**config.mk**
```make
export PLATFORM = sky130hd
export DESIGN_NAME = eth_tx_fcs_ctrl
export DESIGN_NICKNAME = d
export VERILOG_FILES = /design/src/rtl/eth_tx_fcs_ctrl.sv
export SDC_FILE = /design/constraint.sdc
export NUM_CORES = 1
export LEC_CHECK = 0
export ABC_AREA = 1
export BUFFER_PORTS_ARGS = -buffer_cell sky130_fd_sc_hd__buf_2
export CORE_AREA = 2 2 102 104
export CTS_CLUSTER_DIAMETER = 30
export DETAILED_ROUTE_END_ITERATION = 8
export DIE_AREA = 0 0 104 106
export GPL_TIMING_DRIVEN = 1
export PLACE_DENSITY = 0.66
export SYNTH_ARGS = -nofsm -noshare
export SYNTH_HDL_FRONTEND = slang
export SYNTH_SLANG_ARGS = --single-unit
```
**constraint.sdc**
```tcl
create_clock -name clk -period 2.9 [get_ports clk]
set_clock_uncertainty 0.15 [all_clocks]
set_input_delay 0.435 -clock clk [delete_from_list [all_inputs] [get_ports clk]]
set_output_delay 0.435 -clock clk [all_outputs]
set_load 0.01 [all_outputs]
```
**src/rtl/eth_tx_fcs_ctrl.sv**
```systemverilog
// Nibble-wide Ethernet TX frame sequencer: forwards the frame, zero-pads it to the minimum
// length, appends the FCS from a 4-bit-per-cycle CRC-32 engine, then holds the inter-frame gap.

module crc32_4bit (
    input  logic        clk,
    input  logic        reset_n,
    input  logic        clr,
    input  logic        data_valid,
    input  logic [3:0]  data_in,
    output logic [31:0] crc_out
);
    localparam logic [31:0] POLY = 32'h04C1_1DB7;

    logic [31:0] crc_q, crc_d;

    // MSB-first register fed in wire order (bit0 first): crc_out[31] is the first FCS bit sent.
    always_comb begin
        crc_d = crc_q;
        if (clr) begin
            crc_d = '1;
        end else if (data_valid) begin
            for (int i = 0; i < 4; i++) begin
                crc_d = {crc_d[30:0], 1'b0} ^ ({32{crc_d[31] ^ data_in[i]}} & POLY);
            end
        end
    end

    always_ff @(posedge clk or negedge reset_n) begin
        if (!reset_n) crc_q <= '1;
        else          crc_q <= crc_d;
    end

    assign crc_out = ~crc_q;
endmodule

module eth_tx_fcs_ctrl #(
    parameter int unsigned MIN_NIBBLES = 120,
    parameter int unsigned IFG_NIBBLES = 24
) (
    input  logic       clk,
    input  logic       reset_n,
    input  logic       in_valid,
    output logic       in_ready,
    input  logic [3:0] in_data,
    input  logic       in_last,
    output logic       out_valid,
    input  logic       out_ready,
    output logic [3:0] out_data,
    output logic       out_last,
    output logic       busy,
    output logic       frame_done
);
    typedef enum logic [2:0] {S_IDLE, S_DATA, S_PAD, S_FCS, S_IFG} state_e;

    localparam logic [15:0] MIN_CNT  = 16'(MIN_NIBBLES);
    localparam logic [15:0] IFG_LAST = 16'((IFG_NIBBLES == 0) ? 0 : IFG_NIBBLES - 1);

    state_e      state_q, state_d;
    logic        out_valid_q, out_valid_d;
    logic [3:0]  out_data_q, out_data_d;
    logic        out_last_q, out_last_d;
    logic        frame_done_q, frame_done_d;
    logic [15:0] nib_cnt_q, nib_cnt_d;
    logic [2:0]  fcs_idx_q, fcs_idx_d;
    logic [15:0] ifg_cnt_q, ifg_cnt_d;

    logic        slot_free;
    logic        crc_clr, crc_valid;
    logic [3:0]  crc_din;
    logic [31:0] crc_val, crc_sh;
    logic [15:0] nib_inc;
    logic [3:0]  fcs_nib;

    crc32_4bit u_crc (
        .clk        (clk),
        .reset_n    (reset_n),
        .clr        (crc_clr),
        .data_valid (crc_valid),
        .data_in    (crc_din),
        .crc_out    (crc_val)
    );

    assign slot_free = !out_valid_q || out_ready;
    assign crc_clr   = (state_q == S_IDLE) || (state_q == S_IFG);
    assign nib_inc   = (nib_cnt_q == 16'hFFFF) ? nib_cnt_q : nib_cnt_q + 16'd1;
    // FCS nibble k takes c[31-4k] as its bit0, i.e. the top nibble of c << 4k, bit-reversed.
    assign crc_sh    = crc_val << {fcs_idx_q, 2'b00};
    assign fcs_nib   = {crc_sh[28], crc_sh[29], crc_sh[30], crc_sh[31]};

    // NOTE: every signal gets a default at the top of the block, so no path leaves one
    // unassigned and no latch is inferred.
    always_comb begin
        state_d      = state_q;
        out_valid_d  = out_valid_q;
        out_data_d   = out_data_q;
        out_last_d   = out_last_q;
        nib_cnt_d    = nib_cnt_q;
        fcs_idx_d    = fcs_idx_q;
        ifg_cnt_d    = ifg_cnt_q;
        frame_done_d = 1'b0;
        crc_valid    = 1'b0;
        crc_din      = 4'h0;

        if (out_valid_q && out_ready) begin
            out_valid_d = 1'b0;
            out_last_d  = 1'b0;
        end

        case (state_q)
            S_IDLE: begin
                nib_cnt_d = '0;
                fcs_idx_d = '0;
                ifg_cnt_d = '0;
                if (in_valid) state_d = S_DATA;
            end
            S_DATA: begin
                if (in_valid && slot_free) begin
                    out_valid_d = 1'b1;
                    out_data_d  = in_data;
                    out_last_d  = 1'b0;
                    crc_valid   = 1'b1;
                    crc_din     = in_data;
                    nib_cnt_d   = nib_inc;
                    if (in_last) state_d = (nib_inc < MIN_CNT) ? S_PAD : S_FCS;
                end
            end
            S_PAD: begin
                if (slot_free) begin
                    out_valid_d = 1'b1;
                    out_data_d  = 4'h0;
                    out_last_d  = 1'b0;
                    crc_valid   = 1'b1;
                    nib_cnt_d   = nib_inc;
                    if (nib_inc >= MIN_CNT) state_d = S_FCS;
                end
            end
            S_FCS: begin
                // Once the final nibble is in the slot, nothing more loads until it is taken.
                if (out_last_q) begin
                    if (out_ready) begin
                        state_d      = S_IFG;
                        frame_done_d = 1'b1;
                        ifg_cnt_d    = '0;
                    end
                end else if (slot_free) begin
                    out_valid_d = 1'b1;
                    out_data_d  = fcs_nib;
                    out_last_d  = (fcs_idx_q == 3'd7);
                    fcs_idx_d   = fcs_idx_q + 3'd1;
                end
            end
            S_IFG: begin
                if (ifg_cnt_q >= IFG_LAST) state_d = S_IDLE;
                else                       ifg_cnt_d = ifg_cnt_q + 16'd1;
            end
            default: state_d = S_IDLE;
        endcase
    end

    // NOTE: state is updated with non-blocking assignments so every flop samples the
    // pre-edge values computed above.
    always_ff @(posedge clk or negedge reset_n) begin
        if (!reset_n) begin
            state_q      <= S_IDLE;
            out_valid_q  <= 1'b0;
            out_data_q   <= 4'h0;
            out_last_q   <= 1'b0;
            frame_done_q <= 1'b0;
            nib_cnt_q    <= '0;
            fcs_idx_q    <= '0;
            ifg_cnt_q    <= '0;
        end else begin
            state_q      <= state_d;
            out_valid_q  <= out_valid_d;
            out_data_q   <= out_data_d;
            out_last_q   <= out_last_d;
            frame_done_q <= frame_done_d;
            nib_cnt_q    <= nib_cnt_d;
            fcs_idx_q    <= fcs_idx_d;
            ifg_cnt_q    <= ifg_cnt_d;
        end
    end

    assign in_ready   = (state_q == S_DATA) && slot_free;
    assign busy       = (state_q != S_IDLE);
    assign out_valid  = out_valid_q;
    assign out_data   = out_data_q;
    assign out_last   = out_last_q;
    assign frame_done = frame_done_q;
endmodule

```
# Word level (Yosys, flattened, before mapping)
# Index checks and enable logic that the tools add are counted.
# word_totals
register_bits	77
latchBits	0
ram_bits	0
mem_bits_ro	0
in_bits	9
output_inout_bits	9
wordCells	107
mem_count	0
# op_classes
n_addsub	3
n_mul	0
div	0
order_cmp	3
eq_ne	17
shifts	1
mux	47
bitwise	9
n_reduce_logical	18
# ops
op	count
bitwise XOR 32 x 27 -> 32 bit	4
2-to-1 mux 16 bit	6
one-hot mux 16 bit (3 select lines)	2
2-to-1 mux 32 bit	2
adder 16 x 1 -> 16 bit, second input constant	2
NOT 32 bit	1
left shift 32 x 5 -> 32 bit	1
2-to-1 mux 3 bit	10
2-to-1 mux 4 bit	6
!= test 2 bit, second input constant	10
== test 16 bit, second input constant	1
>= comparator 16 x 5 -> 1 bit, second input constant	1
>= comparator 16 x 7 -> 1 bit, second input constant	1
< comparator 16 x 7 -> 1 bit, second input constant	1
2-to-1 mux 1 bit	15
one-hot mux 3 bit (5 select lines)	1
one-hot mux 4 bit (3 select lines)	1
nonzero test 3 bit	4
AND reduction 8 bit	1
== test 3 x 2 -> 1 bit, second input constant	2
== test 3 bit, second input constant	2
one-hot mux 1 bit (3 select lines)	2
one-hot mux 3 bit (2 select lines)	1
AND reduction 3 bit	2
12 further kinds	19

# Depth between registers and ports, before layout
# Gate-level depths: netlist of run 1.
# depth
word_depth	15
ltp_mapped	15
depth_no_buf	15

# Cells and area by module
# A second synthesis of run 1 with hierarchy kept.
# hier_totals
hier_cells	680
hier_area_um2	4958.5
# by_module_without_submodules
module	instances	cells_each	area_each_um2	seq_area_each_um2
eth_tx_fcs_ctrl	1	415	2911.5	1126.1
crc32_4bit	1	265	2047.0	840.8

# Least setup slack after synthesis of run 1
# Ideal clock, no wire load.
# synth_timing
path_type	flip-flop to flip-flop
startpoint	register nib_cnt_q[0]
endpoint	register state_q[0]
setup_time_ns	0.116
arrival_time_ns	1.880
required_ns	2.634
path_slack_ns	0.753
path_stages_with_launch	15
path_buffers	0
synth_period_minus_slack_ns	2.147
cell_sequence	dfrtp_1 > ha_1 > inv_1 > nor2_1 > nand2_1 > nor2_1 > nand2_1 > a21oi_1 > nand2_1 > nor2_1 > nand3_1 > nand2_1 > inv_1 > nand2_1 > nand2_1
# synth_via
elab_chain_cells	7
elab_cells_between_ends	11
cone_classes	1 x add/sub; 2 x order compare; 2 x eq/ne; 5 x mux; 1 x reduce/logical
# synth_lines
element	line_no	source
start, declared	63	logic [15:0] nib_cnt_q, nib_cnt_d;
start signal, assigned	178	nib_cnt_q <= nib_cnt_d;
adder 16 x 1 -> 16 bit / == test 16 bit (equally long branches)	85	assign nib_inc = (nib_cnt_q == 16'hFFFF) ? nib_cnt_q : nib_cnt_q + 16'd1;
2-to-1 mux 16 bit (*)	85	
< comparator 16 x 7 -> 1 bit	124	if (in_last) state_d = (nib_inc < MIN_CNT) ? S_PAD : S_FCS;
2-to-1 mux 1 bit	124	
2-to-1 mux 3 bit	124	
2-to-1 mux 3 bit	117	if (in_valid && slot_free) begin
one-hot mux 3 bit (5 select lines)	109	case (state_q)
end signal, assigned	173	state_q <= state_d;
end, declared	58	state_e state_q, state_d;
# Mark *: on every way between the ends. The rest lies on a longest branch, timed or not. The select of a mux whose other input is x is not followed.
# A chain may end at the register's enable or synchronous reset.

# Worst setup path after layout of run 1
# layout_timing
startpoint	register nib_cnt_q[0]
endpoint	register state_q[1]
# layout_via
elab_chain_cells	5
elab_cells_between_ends	6
cone_classes	1 x add/sub; 1 x order compare; 2 x eq/ne; 1 x mux; 1 x reduce/logical
# layout_lines
element	line_no	source
adder 16 x 1 -> 16 bit / == test 16 bit (equally long branches)	85	
2-to-1 mux 16 bit (*)	85	
>= comparator 16 x 7 -> 1 bit (*)	134	if (nib_inc >= MIN_CNT) state_d = S_FCS;
!= test 2 bit (no source line) (*)	-	
AND reduction 8 bit (no source line) (*)	-	
# Mark *: on every way between the ends. The rest lies on a longest branch, timed or not.

==> results of run 1 <==
## cell families (layout without fill, tap and decap cells)
group	Yosys count	count (layout)	share of synthesized area, %
buffers and inverters	125	154	10.4
DFF	77	77	42.1
AOI/OAI and AO/OA	118	118	14.4
adders and majority gates	4	4	1.07
xor gates and xnor gates	25	25	5.97
and+or+nand+nor	267	267	26.1
## state kept, by name, indices dropped and copies added, names as in the netlist
register and flops:
ifg_cnt_q 16, state_q 3, out_last 1, out_data 4, frame_done 1, u_crc.crc_q 32, nib_cnt_q 16, out_valid 1
fcs_idx_q 3
## final timing paths
kind	start	end	slack [ns]
worst min-delay path	reset_n	out_data[1]	0.03
min in group clk	in_data[1]	out_data[1]	0.21
worst max-delay path	nib_cnt_q[0]	state_q[1]	0.41
max in group asynchronous	reset_n	u_crc.crc_q[13]	1.79
worst min register to register	ifg_cnt_q[10]	ifg_cnt_q[10]	0.34
worst max register to register	nib_cnt_q[0]	state_q[1]	0.41
## area by class of cell
cell class / count / area, µm² / area share [%]
clock inverter: 7 / 105 / 2.04
multi-input combinational: 414 / 2220 / 43.0
inverter: 113 / 427 / 8.27
timing repair buffer: 25 / 148 / 2.86
clock buffer: 9 / 124 / 2.40
sequential: 77 / 1970 / 38.1
tap: 136 / 170 / 3.30
## per-stage QoR
step | utilization (%) | worst slack, ns | power (W)
after detailed placement | 49.3 | 0.464 | 0.00424
final | 51.6 | 0.415 | 0.00517
after CTS | 51.6 | 0.439 | 0.00521
after global routing | 51.6 | 0.194 | 0.00559
after floorplan | - | 0.753 | 0.00358
after global placement | 49.3 | 0.572 | 0.00418
## power by group through the flow
stage / clock network, W / registers [W] / logic [W]
3_5_place_dp: 0 / 0.00167 / 0.00257
2_1_floorplan: 0 / 0.00163 / 0.00195
5_1_grt: 0.00102 / 0.00168 / 0.00289
4_1_cts: 0.000972 / 0.00165 / 0.00258
6_report: 0.000943 / 0.00165 / 0.00257
3_3_place_gp: 0 / 0.00166 / 0.00252
## layout by cell type, fill, tap and decap left out, drive strengths merged, types with 4 or more instances in the layout
master  Yosys  layout
nand2     133     133
inv       111     115
nor2       81      81
o21ai      47      47
dfrtp      45      45
nand3      38      38
dfstp      32      32
a21oi      29      29
o22ai      28      28
buf         7      25
xor2       20      20
clkbuf      5       9
nand4       8       8
nor3        6       6
a31oi       6       6
xnor2       5       5
ha          4       4
## metal layers
layer	share of wire, %	routed length, µm
met1	48	5320
met2	46	5010
met3	4.5	491
met4	1.5	160
met5	0	0
## critical path, delay by kind of cell (launching register included)
| family | cells | cell delay [ns] |
|---|---|---|
| AND/OR/NAND/NOR | 10 | 1.29 |
| flip-flops | 1 | 0.46 |
| adder cells (fa/ha/maj) | 1 | 0.24 |
| buffers and inverters | 2 | 0.18 |
| AO/OA/AOI/OAI | 1 | 0.05 |
==> reports/results.txt, run 1 <==
Outcome: complete, no violations
Period Utilization, post-route: 85.7%
Worst setup SP type: register
GR Layer Usage met2: 33.7%
Post-route setup TNS: 0 ns
Mean post-synth cell area: 7.59 µm²
DP HPWL: 7.98 mm
Root buf cell: clkbuf_8
Switching Power: 0.00236 W
Critical path fanouts, max: 8
Cell-internal power: 0.00281 W
Cells after synthesis: 616
Post-synth top cells: nand2_1, inv_1, nor2_1
Initial antenna violation count: 0
First-pass GRT wire length: 18.8 mm
Initial Util: 46.7%
Final hold violations: 0
# Max-Cap Violations: 0
Largest stage delay, worst path: 0.46 ns
Flop pwr share: 32.0%
Met3 Usage GRT: 3.92%
Die ar.: 0.0110 mm²
Area growth syn-to-layout: 10.4%
Dpl cells: 765
Leakage: 2.43 nW
DRC: 0
Asr flop ratio synth: 100%
Slew Limit Fails: 0
Clock Pin Slew Worst Setup and Hold Paths: 0.09 ns
Critical path cell sequence: ha_1 -> inv_1 -> nor2_1 -> nand2_1 -> nor2_4 -> inv_2 -> nand2_1 -> nand2_1 -> nor2_1 -> nor2_1 -> nand3_1 -> nand2_1 -> nand2_1 -> o21ai_1
Switching Share: 45.6%
Sequential area share after synthesis: 42.1%
Fill cells: 1010
Final #Nets: 653
Worst rel slew slack: 41.9%
Leading area contributor after synthesis: dfrtp_1
Post-synth EDFFs: 0
RSZ-0062 raised after global routing: no
I/O Buffers: 17
First drt pass iteration count: 4
Final setup viols: 0
Power Dens Cells: 1000 mW/mm²
Crit end category: register
Yosys cell types: 39
# rows: 37
Final RePlAce weighted congestion: 0.877
Fraction of layout cells with a size suffix above 1: 16.9%
Io pins: 18
Chip Height: 106 µm
Clock Latency Late Sink: 0.36 ns
Number of buffers created by CTS: 9
Post-DP Area: 0.00493 mm²
Most common cell in the netlist: nand2_1
Clock buffer depth: 2
Total GRT Usage: 21.2%
F_max: 402 MHz
Diodes inserted: 0
Core Area: 0.0100 mm²
Cell Area, Synth: 0.00467 mm²
Worst path slowest cell: dfrtp_1
Hold Slack: 0.0342 ns
GR Overflow Total: 0
Hold Buf Count CTS: 0
Synth area leaders: dfrtp_1, dfstp_2, nand2_1
Slew at the pin closest to its max-slew limit: 0.872 ns
Via count: 4031
CTS HTree Levels: 3
Class of the worst hold path: in2async
Finished Layout Cells: 781
Dominant synthesized flop cell: dfrtp_1
Largest net degree at the start of global routing: 70
Req. time, crit path: 3.00 ns
Cell mode on critical path: nand2_1
Clock share of power: 18.2%
Grt met1 use: 29.1%
Gr busiest metal: met2
Routed WL: 11.0 mm
TritonCTS Sinks: 77
Min Tclk post-route: 2.49 ns
Setup repair bufs after CTS: 0
Via density: 5.16
CTS tree: done
Design area: 0.00516 mm²
DRT iter0 DRCs: 242
Post-synth net total: 629
Share of the synthesized area in the top cell type: 24.1%
Worst ir drop on vdd: 0.424 mV
Wirelength per Cell: 14.1 µm
Comb power frac: 49.8%
Routed Antenna Nets: 0
Vias in the first global route: 3937
Seq cells post-synth: 77
Worst Path Arrival: 2.58 ns
Syn. warnings: 0
Setup Crit Path Kind: reg2reg
Die Wd: 104 µm
PostCTS Resize Cnt: 0
FF-to-FF path depth: 14
Power figures use the tool's default switching activity.
==> run 2: changes to the inputs <==
==> constraint.sdc (replaced) <==
create_clock -name clk -period 3.21 [get_ports clk]
set_clock_uncertainty 0.15 [all_clocks]
set_input_delay 0.4815 -clock clk [delete_from_list [all_inputs] [get_ports clk]]
set_output_delay 0.4815 -clock clk [all_outputs]
set_load 0.01 [all_outputs]
==> reports/results.txt, run 2 (synthesized netlist as in run 1, its figures left out) <==
Chip Height: 106 µm (unchanged)
Area growth syn-to-layout: 9.58%
Class of the worst hold path: in2async
Reg2Reg Capture Point: state_q[0]
Slew Limit Fails: 0 (unchanged)
Critical path fanouts, max: 8 (unchanged)
Outcome: complete, no violations
Final hold violations: 0 (unchanged)
Via density: 5.23 (+1.4%)
Final setup viols: 0 (unchanged)
DP HPWL: 7.93 mm (-0.59%)
Number of flip-flops in the largest register: 32 (unchanged)
Worst ir drop on vdd: 0.585 mV (+38%)
Diodes inserted: 0 (unchanged)
GR Overflow Total: 0 (unchanged)
I/O Buffers: 17 (unchanged)
Hold Slack: 0.115 ns (+0.0803 ns)
Post-route setup TNS: 0 ns (unchanged)
Period Utilization, post-route: 80.7% (-5.0 points)
# rows: 37 (unchanged)
Slew at the pin closest to its max-slew limit: 0.960 ns (+0.0875 ns)
Worst setup SP type: register
Leakage: 2.41 nW (-0.81%)
TritonCTS Sinks: 77 (unchanged)
Clock Pin Slew Worst Setup and Hold Paths: 0.08 ns (about the same)
Die Wd: 104 µm (unchanged)
Die ar.: 0.0110 mm² (unchanged)
Worst Path Arrival: 2.70 ns (+0.12 ns)
Root buf cell: clkbuf_8
# Max-Cap Violations: 0 (unchanged)
DRT iter0 DRCs: 268 (+11%)
First drt pass iteration count: 4 (unchanged)
Min Tclk post-route: 2.59 ns (+0.106 ns)
Highest-count cells in the layout ignoring fill and taps: nand2_1, inv_1, nor2_1
RR Startpoint: nib_cnt_q[0]
Top reg by flops: u_crc.crc_q
Crit end category: register
Tot Pwr: 0.00456 W (-12%)
Io pins: 18 (unchanged)
Register-to-register setup slack: 0.62 ns (+0.20 ns)
Clock Latency Late Sink: 0.36 ns (about the same)
CTS tree: done
Final #Nets: 651 (-0.31%)
Hold Buf Count CTS: 0 (unchanged)
Final RePlAce weighted congestion: 0.889 (+1.3%)
Setup Crit Path Kind: reg2reg
Via count: 4078 (+1.2%)
Setup repair bufs after CTS: 0 (unchanged)
Fraction of layout cells with a size suffix above 1: 16.6% (-0.26 points)
RSZ-0062 raised after global routing: no
DRC: 0 (unchanged)
PostCTS Resize Cnt: 0 (unchanged)
Initial Util: 46.7% (unchanged)
Core Area: 0.0100 mm² (unchanged)
Critical Path Start: nib_cnt_q[0]
Number of buffers created by CTS: 9 (unchanged)
Initial antenna violation count: 0 (unchanged)
Pre-CTS setup slack: 0.776 ns (+0.311 ns)
F_max: 386 MHz (-4.1%)
Req. time, crit path: 3.31 ns (+0.31 ns)
Worst rel slew slack: 36.0% (-5.8 points)
Clock buffer depth: 2 (unchanged)
First-pass GRT wire length: 18.6 mm (-0.77%)
Final WS setup: 0.619 ns (+0.204 ns)
Power Dens Cells: 891 mW/mm² (-11%)
Wirelength per Cell: 14.0 µm (-0.76%)
Total GRT Usage: 21.1% (-0.12 points)
Biggest regs: u_crc.crc_q x32, ifg_cnt_q x16, nib_cnt_q x16
Routed Antenna Nets: 0 (unchanged)
Critical path destination: state_q[0]
FF-to-FF path depth: 14 (unchanged)
Routed WL: 10.9 mm (-1.0%)
Largest net degree at the start of global routing: 78 (+11%)
CTS HTree Levels: 3 (unchanged)
Vias in the first global route: 3989 (+1.3%)
Commonest non-fill, non-tap cell in the layout: nand2_1
-- run 2: cell count changes in the layout (fill, tap and decap cells not counted), sizes merged --
cell    delta
buf        -2
bufinv     -1
clkinv     +1
-- run 2: worst max-delay path, stage by stage (launching register included) --
cell and delay [ns]:
dfrtp_1 0.45, ha_1 0.26, inv_1 0.10, nor2_1 0.30
nand2_1 0.21, nor2_4 0.25, inv_2 0.09, nand4_1 0.08
nor2_1 0.04, nor2_1 0.16, nand3_1 0.11, nand2_1 0.12
inv_1 0.05, nand2_1 0.06, nand2_1 0.04
-- run 2: cell type report --
class | count | area [µm²]
fill | 1018 | 4880
clock inverter | 7 | 80.1
multi-input combinational | 414 | 2220
sequential | 77 | 1970
tap | 136 | 170
timing repair buffer | 23 | 133
inverter | 113 | 427
clock buffer | 9 | 124
-- run 2: worst min path at each step --
stage                        from       endpoint  slack (ns)  cells after the start
floorplan                 reset_n   fcs_idx_q[0]        0.04                      0
global placement    ifg_cnt_q[13]  ifg_cnt_q[13]        0.32                      2
detailed placement  ifg_cnt_q[10]  ifg_cnt_q[10]        0.33                      2
CTS                       reset_n    out_data[1]        0.17                      1
global route              reset_n    out_data[3]        0.21                      1
finish                    reset_n    out_data[1]        0.11                      1
-- run 2: metal layers --
metal / global-route usage [%] / share of wire (%) / up-vias
met1: 28.9 / 47 / 1923
met4: 11.0 / 2.7 / 0
li1: - / - / 2019
met3: 2.82 / 4.3 / 26
met5: 0 / 0 / -
met2: 32.8 / 46 / 110
-- run 2: metrics by stage --
stage,instances,cell area (µm²),util (%)
6_report,779,5120,51.2
5_1_grt,779,5120,51.2
4_1_cts,779,5120,51.2
3_5_place_dp,763,4920,49.2
3_3_place_gp,763,4920,49.2
2_1_floorplan,616,4670,-
-- run 2: where the power goes --
part           leakage [nW]  total (W)  internal (W)  switching, W
Combinational          1.37    0.00228      0.000781       0.00150
Sequential            0.947    0.00152       0.00130      0.000218
Clock                 0.103   0.000764      0.000371      0.000393
